## config.mk

```make
export PLATFORM = sky130hd
export DESIGN_NAME = vote_accum_collect
export DESIGN_NICKNAME = d
export VERILOG_FILES = /design/src/rtl/vote_pkg.sv /design/src/rtl/sat_counter.sv /design/src/rtl/vote_accum_collect.sv
export SDC_FILE = /design/constraint.sdc
export NUM_CORES = 1
export LEC_CHECK = 0
export ABC_AREA = 1
export BUFFER_PORTS_ARGS = -buffer_cell sky130_fd_sc_hd__buf_2
export CAP_MARGIN = 20
export CORE_UTILIZATION = 50
export CTS_CLUSTER_DIAMETER = 100
export CTS_CLUSTER_SIZE = 20
export DETAILED_ROUTE_END_ITERATION = 7
export HOLD_SLACK_MARGIN = 0.02
export PLACE_DENSITY = 0.82
export SYNTH_ARGS = -nofsm -noshare
export SYNTH_HDL_FRONTEND = slang
export SYNTH_HIERARCHICAL = 1
export SYNTH_SLANG_ARGS = --single-unit
```

## constraint.sdc

```tcl
create_clock -name clk -period 4.9 [get_ports clk]
set_clock_uncertainty 0.2 [all_clocks]
set_input_delay 0.735 -clock clk [delete_from_list [all_inputs] [get_ports clk]]
set_output_delay 0.735 -clock clk [all_outputs]
set_load 0.05 [all_outputs]
```

## src/rtl/vote_pkg.sv

```systemverilog
// Shared types and defaults for the vote accumulation/collection stage.
package vote_pkg;

    // Collector phases: gather leaves, present totals for one cycle, then freeze them.
    typedef enum logic [1:0] {
        ACCUM = 2'd0,
        EMIT  = 2'd1,
        HOLD  = 2'd2
    } state_t;

    // Extra freeze cycles that cover the downstream label pipe and mul-add latency.
    localparam int HOLD_EXTRA_DEF = 4;

    // Default label count and counter width.
    localparam int N_LABELS_DEF  = 10;
    localparam int RES_WIDTH_DEF = 16;

    // One counter per label at the default geometry.
    typedef logic [RES_WIDTH_DEF-1:0] label_cnt_arr_t [N_LABELS_DEF];

endpackage

```

## src/rtl/sat_counter.sv

```systemverilog
// Saturating up-counter with synchronous clear; one per class label.
module sat_counter #(
    parameter int WIDTH = 16
) (
    input  logic             clk,
    input  logic             rst_n,
    input  logic             i_clr,
    input  logic             i_inc,
    output logic [WIDTH-1:0] o_cnt
);

    // Clear wins over increment; the count sticks at all-ones instead of wrapping.
    always_ff @(posedge clk or negedge rst_n) begin
        if (!rst_n) begin
            o_cnt <= '0;
        end else if (i_clr) begin
            o_cnt <= '0;
        end else if (i_inc && (o_cnt != '1)) begin
            o_cnt <= o_cnt + WIDTH'(1);
        end
    end

endmodule

```

## src/rtl/vote_accum_collect.sv

```systemverilog
// Collects per-tree leaf results of one sample, presents the totals with a
// one-cycle valid, then freezes them while the vote buffer consumes them.
module vote_accum_collect
    import vote_pkg::*;
#(
    parameter int N_LABELS       = 10,
    parameter int N_LABELS_WIDTH = 4,
    parameter int RES_WIDTH      = 16,
    parameter int BRAM_AWIDTH    = 14,
    parameter int TREE_CNT_WIDTH = 10,
    parameter int HOLD_EXTRA     = HOLD_EXTRA_DEF
) (
    input  logic                          clk,
    input  logic                          rst_n,
    input  logic                          i_start,
    input  logic                          i_is_clf,
    input  logic [N_LABELS_WIDTH-1:0]     i_n_labels,
    input  logic [TREE_CNT_WIDTH-1:0]     i_n_trees,
    input  logic [BRAM_AWIDTH-1:0]        i_n_slots,
    input  logic                          i_leaf_vld,
    output logic                          o_leaf_rdy,
    input  logic [N_LABELS_WIDTH-1:0]     i_leaf_label,
    input  logic [RES_WIDTH-1:0]          i_leaf_value,
    output logic [N_LABELS*RES_WIDTH-1:0] o_clf_accum,
    output logic [RES_WIDTH-1:0]          o_rgs_accum,
    output logic                          o_accum_vld,
    output logic [BRAM_AWIDTH-1:0]        o_vote_slot,
    output logic                          o_bad_label,
    output logic                          o_busy
);

    localparam int HOLD_W = N_LABELS_WIDTH + 4;

    state_t                      r_state;
    state_t                      w_nextState;
    logic [TREE_CNT_WIDTH-1:0]   r_treeCnt;
    logic [HOLD_W-1:0]           r_holdCnt;
    logic [RES_WIDTH-1:0]        r_rgsAccum;
    logic [BRAM_AWIDTH-1:0]      r_voteSlot;
    logic                        r_badLabel;

    logic                        w_accept;
    logic                        w_lastLeaf;
    logic                        w_holdDone;
    logic                        w_clearCnt;
    logic                        w_slotLast;
    logic [TREE_CNT_WIDTH-1:0]   w_nTrees;
    logic [TREE_CNT_WIDTH-1:0]   w_treeNext;
    logic [BRAM_AWIDTH-1:0]      w_nSlots;
    logic [HOLD_W-1:0]           w_holdLoad;
    logic [RES_WIDTH-1:0]        w_labelCnt [N_LABELS];

    // A zero tree or slot count behaves like one so the sample and slot always advance.
    assign w_nTrees   = (i_n_trees == '0) ? TREE_CNT_WIDTH'(1) : i_n_trees;
    assign w_nSlots   = (i_n_slots == '0) ? BRAM_AWIDTH'(1) : i_n_slots;
    assign w_treeNext = r_treeCnt + TREE_CNT_WIDTH'(1);
    assign w_slotLast = (r_voteSlot >= (w_nSlots - BRAM_AWIDTH'(1)));

    // The hold count is loaded when the last leaf lands, so the EMIT cycle is part of the freeze.
    assign w_holdLoad = HOLD_W'(i_n_labels) + HOLD_W'(HOLD_EXTRA) - HOLD_W'(1);

    assign o_leaf_rdy  = (r_state == ACCUM);
    assign w_accept    = i_leaf_vld & o_leaf_rdy & ~i_start;
    assign w_lastLeaf  = w_accept & (w_treeNext == w_nTrees);
    assign w_holdDone  = (r_state != ACCUM) && (r_holdCnt == '0);
    assign w_clearCnt  = i_start | w_holdDone;

    assign o_accum_vld = (r_state == EMIT);
    assign o_rgs_accum = r_rgsAccum;
    assign o_vote_slot = r_voteSlot;
    assign o_bad_label = r_badLabel;
    assign o_busy      = (r_state != ACCUM) || (r_treeCnt != '0);

    // State register.
    always_ff @(posedge clk or negedge rst_n) begin
        if (!rst_n) begin
            r_state <= ACCUM;
        end else begin
            r_state <= w_nextState;
        end
    end

    // Next-state logic; a start pulse always returns to ACCUM.
    always_comb begin
        w_nextState = r_state;
        if (i_start) begin
            w_nextState = ACCUM;
        end else begin
            case (r_state)
                ACCUM: if (w_lastLeaf) w_nextState = EMIT;
                EMIT:  w_nextState = w_holdDone ? ACCUM : HOLD;
                HOLD:  if (w_holdDone) w_nextState = ACCUM;
                default: w_nextState = ACCUM;
            endcase
        end
    end

    // Tree count, hold timer, regression sum, vote slot and bad-label flag.
    always_ff @(posedge clk or negedge rst_n) begin
        if (!rst_n) begin
            r_treeCnt  <= '0;
            r_holdCnt  <= '0;
            r_rgsAccum <= '0;
            r_voteSlot <= '0;
            r_badLabel <= 1'b0;
        end else if (i_start) begin
            r_treeCnt  <= '0;
            r_holdCnt  <= '0;
            r_rgsAccum <= '0;
            r_voteSlot <= '0;
            r_badLabel <= 1'b0;
        end else begin
            r_badLabel <= w_accept & i_is_clf & (i_leaf_label >= i_n_labels);
            if (w_holdDone) begin
                r_treeCnt  <= '0;
                r_rgsAccum <= '0;
                r_voteSlot <= w_slotLast ? '0 : (r_voteSlot + BRAM_AWIDTH'(1));
            end else if (w_accept) begin
                r_treeCnt <= w_treeNext;
                if (!i_is_clf) begin
                    r_rgsAccum <= r_rgsAccum + i_leaf_value;
                end
            end
            if (w_lastLeaf) begin
                r_holdCnt <= w_holdLoad;
            end else if ((r_state != ACCUM) && (r_holdCnt != '0)) begin
                r_holdCnt <= r_holdCnt - HOLD_W'(1);
            end
        end
    end

    // One saturating counter per label; labels outside the active range read as zero.
    genvar k;
    generate
        for (k = 0; k < N_LABELS; k++) begin : g_label
            localparam logic [N_LABELS_WIDTH-1:0] LBL = N_LABELS_WIDTH'(k);
            logic w_inc;
            logic w_active;

            assign w_active = (LBL < i_n_labels);
            assign w_inc    = w_accept & i_is_clf & (i_leaf_label == LBL) & w_active;

            sat_counter #(
                .WIDTH (RES_WIDTH)
            ) u_cnt (
                .clk   (clk),
                .rst_n (rst_n),
                .i_clr (w_clearCnt),
                .i_inc (w_inc),
                .o_cnt (w_labelCnt[k])
            );

            assign o_clf_accum[k*RES_WIDTH +: RES_WIDTH] = w_active ? w_labelCnt[k] : '0;
        end
    endgenerate

endmodule

```

==> results.md <==
- RSZ-0062 raised after global routing: no
- Layout fillers: 3024
- Yosys cell types: 46
- Routed vias/inst: 5.29
- First-pass GRT wire length: 70600 um
- Outcome: completed
- Layout cells sized above 1: 0.152
- Multi-input logic area: 0.00900 sq mm
- Area delta synth->final: 11.7%
- Hold Buf Count CTS: 0
- Top delay family on crit path: simple AND/OR/NAND/NOR gates
- Synth Cell Area: 0.0161 sq mm
- DP Cell Count: 3038
- Core ar.: 0.0316 sq mm
- WP buf/inv: 3
- Post-synth EDFFs: 0
- Drt first pass iters: 6
- Initial antenna violation count: 7
- Final Cycle Share: 0.714
- CP max stage delay: 0.81 ns
- LEAKAGE: 9.37 nW
- Total number of vias: 16200
- Synth Warn #: 6
- Post-synth top area share: 0.327
- H-tree levels: 1
- Final setup viols: 0
- Main flop type after synthesis: dfrtp_1
- CP endpoint kind: flop
- Synthesis-stage register bit count: 211
- CP required: 5.11 ns
- Vias in the first global route: 15000
- Antenna Nets Post-Route: 0
- Worst slew pin tran: 1.05 ns
- Dpl hpwl: 31500 um
- Syn_area_per_cell: 6.65 sq um
- Io pins: 247
- Placement Rows: 65
- FFs w/ async S/R, synth: 1.00
- Total congestion overflow: 0
- Most frequent CP cell: inv_1
- Final Instance Count excl. Fillers: 3061
- Clk sinks: 211
- CP cell instances: inv_1 > nand2_2 > nor2_8 > nand2_1 > nor2_1 > inv_1 > nor4_1 > inv_1 > nor2_1 > nand4_1 > nand2_1
- Clk slew on worst S/H paths: 0.09 ns
- PwrDens: 188 mW/mm^2
- Register area share after synthesis: 0.327
- NumNets Final: 2757
- Syn Nets: 2531
- Count leader, synth: nand2_1
- Hold Vio Cnt, Final: 0
- Min-Delay Path Class: in -> async
- Routability congestion estimate: 0.925
- CTS tree: built
- Worst-Skew Late Latency: 0.49 ns
- Die Height: 182 um
- Die Footprint: 0.0330 sq mm
- Crit path DAT: 3.71 ns
- CTS max path bufs: 3
- Top cells by area, synth: dfrtp_1 33%, nand2_1 17%, inv_1 8.5%
- TritonCTS Buffers: 14
- Final number of max-transition violations: 0
- Crit path max fanout: 13
- Min Tclk post-route: 3.50 ns
- Setup TNS: 0 ns
- Total GRT Usage: 0.255
- Largest net degree at the start of global routing: 113
- Crit start category: flop
- Relative slew margins: 0.291
- Commonest cells in the synthesized netlist: 725 x nand2_1, 364 x inv_1, 354 x nor2_1, 211 x dfrtp_1, 163 x nand3_1
- Max Fclk: 0.286 GHz
- Synthesized instance count: 2427
- Sequential cell area: 0.00528 sq mm
- Initial DRC count: 1194
- Setup Fix Bufs, Post-CTS: 0
- Root buf cell: clkbuf_16
- Resized cells post-CTS: 0
- Leading area contributor after synthesis: dfrtp_1
- Drt total wl: 42400 um
- VDD IR max: 0.197 mV
- DRC: 0
- Max cap viols: 0
- Crit Path Class: reg -> reg
- Worst path slowest cell: nor4_1
- Initial Util: 0.510
- DR WL/cell: 13.9 um
- Chip width: 182 um
- PortBufs: 246
## report_power, final
group / leakage, nW / switching (mW) / internal [mW]
Clock: 0.191 / 0.612 / 0.554
Sequential: 2.94 / 0.0181 / 1.76
Combinational: 6.24 / 0.325 / 0.121
## worst register-to-register path, delay by kind of cell (launching register included)
kind,cells,cell delay [ns]
simple gates,8,2.56
flops,1,0.39
buf+inv,3,0.29
## area by class of cell
class / instances / area share
multi-input combinational: 1779 / 0.499
clock inverter: 1 / 0.000486
clock buffer: 16 / 0.0210
antenna: 5 / 0.000694
sequential: 211 / 0.293
timing repair buffer: 260 / 0.0756
inverter: 387 / 0.0820
tap: 402 / 0.0279
## cell families (layout without fill, tap and decap cells)
| logic type | after synthesis | in the layout | share of synthesized area |
|---|---|---|---|
| AO/OA/AOI/OAI | 176 | 176 | 0.0698 |
| XOR/XNOR | 86 | 86 | 0.0467 |
| flip-flops | 211 | 211 | 0.327 |
| adder cells (fa/ha/maj) | 51 | 51 | 0.0400 |
| buffers and inverters | 437 | 664 | 0.115 |
| other | 0 | 5 | 0 |
| AND/OR/NAND/NOR | 1466 | 1466 | 0.401 |
## metrics by stage
stage / power, mW / area, sq um / hold WS (ns) / worst slack [ns] / utilization
finish: 3.39 / 18000 / 0.197 / 1.40 / 0.570
global route: 3.54 / 18000 / 0.253 / 1.14 / 0.569
CTS: 3.43 / 18000 / 0.221 / 1.41 / 0.569
detailed placement: 2.25 / 17600 / 0.260 / 1.00 / 0.557
global placement: 2.24 / 17600 / 0.243 / 1.02 / 0.556
floorplan: 2.11 / 16100 / 0.233 / 1.60 / -
## state kept, by name, summed over array words and instances (netlist names)
signal	count
o_bad_label	1
g_label.u_cnt/o_cnt	160
o_vote_slot	14
r_state	2
r_treeCnt	10
r_holdCnt	8
o_rgs_accum	16
## final timing paths
path                                             start                                     to  slack [ns]  cells past startpoint
worst max register to register  r_state[1]$_DFFE_PN0P_  g_label[9].u_cnt/o_cnt[7]$_DFFE_PN0P_        1.40                     11
max in group asynchronous                        rst_n            o_rgs_accum[10]$_DFFE_PN0P_        3.26                      2
min in group clk                r_state[0]$_DFFE_PN0P_                 r_state[1]$_DFFE_PN0P_        0.27                      1
worst min-delay path                             rst_n             o_vote_slot[1]$_DFFE_PN0P_        0.20                      1
worst min register to register  r_state[0]$_DFFE_PN0P_                 r_state[1]$_DFFE_PN0P_        0.27                      1
worst max-delay path            r_state[1]$_DFFE_PN0P_  g_label[9].u_cnt/o_cnt[7]$_DFFE_PN0P_        1.40                     11
## metal layers
layer	wire, um	GRT usage	vias to the layer above
li1	-	-	8028
met1	18300	0.330	7533
met2	20500	0.446	550
met3	2550	0.0299	70
met4	1040	0.0736	4
met5	26	0	-
## placed cells by master (no fill, tap or decap), types with 29 or more instances in the layout
cell type    n
a21oi_1     45
buf_2      245
dfrtp_1    211
ha_1        50
inv_1      364
nand2_1    725
nand3_1    163
nand4_1     98
nor2_1     354
o21ai_0     65
xnor2_1     29
xor2_1      57
No activity file was read; power rests on OpenSTA's default activity.
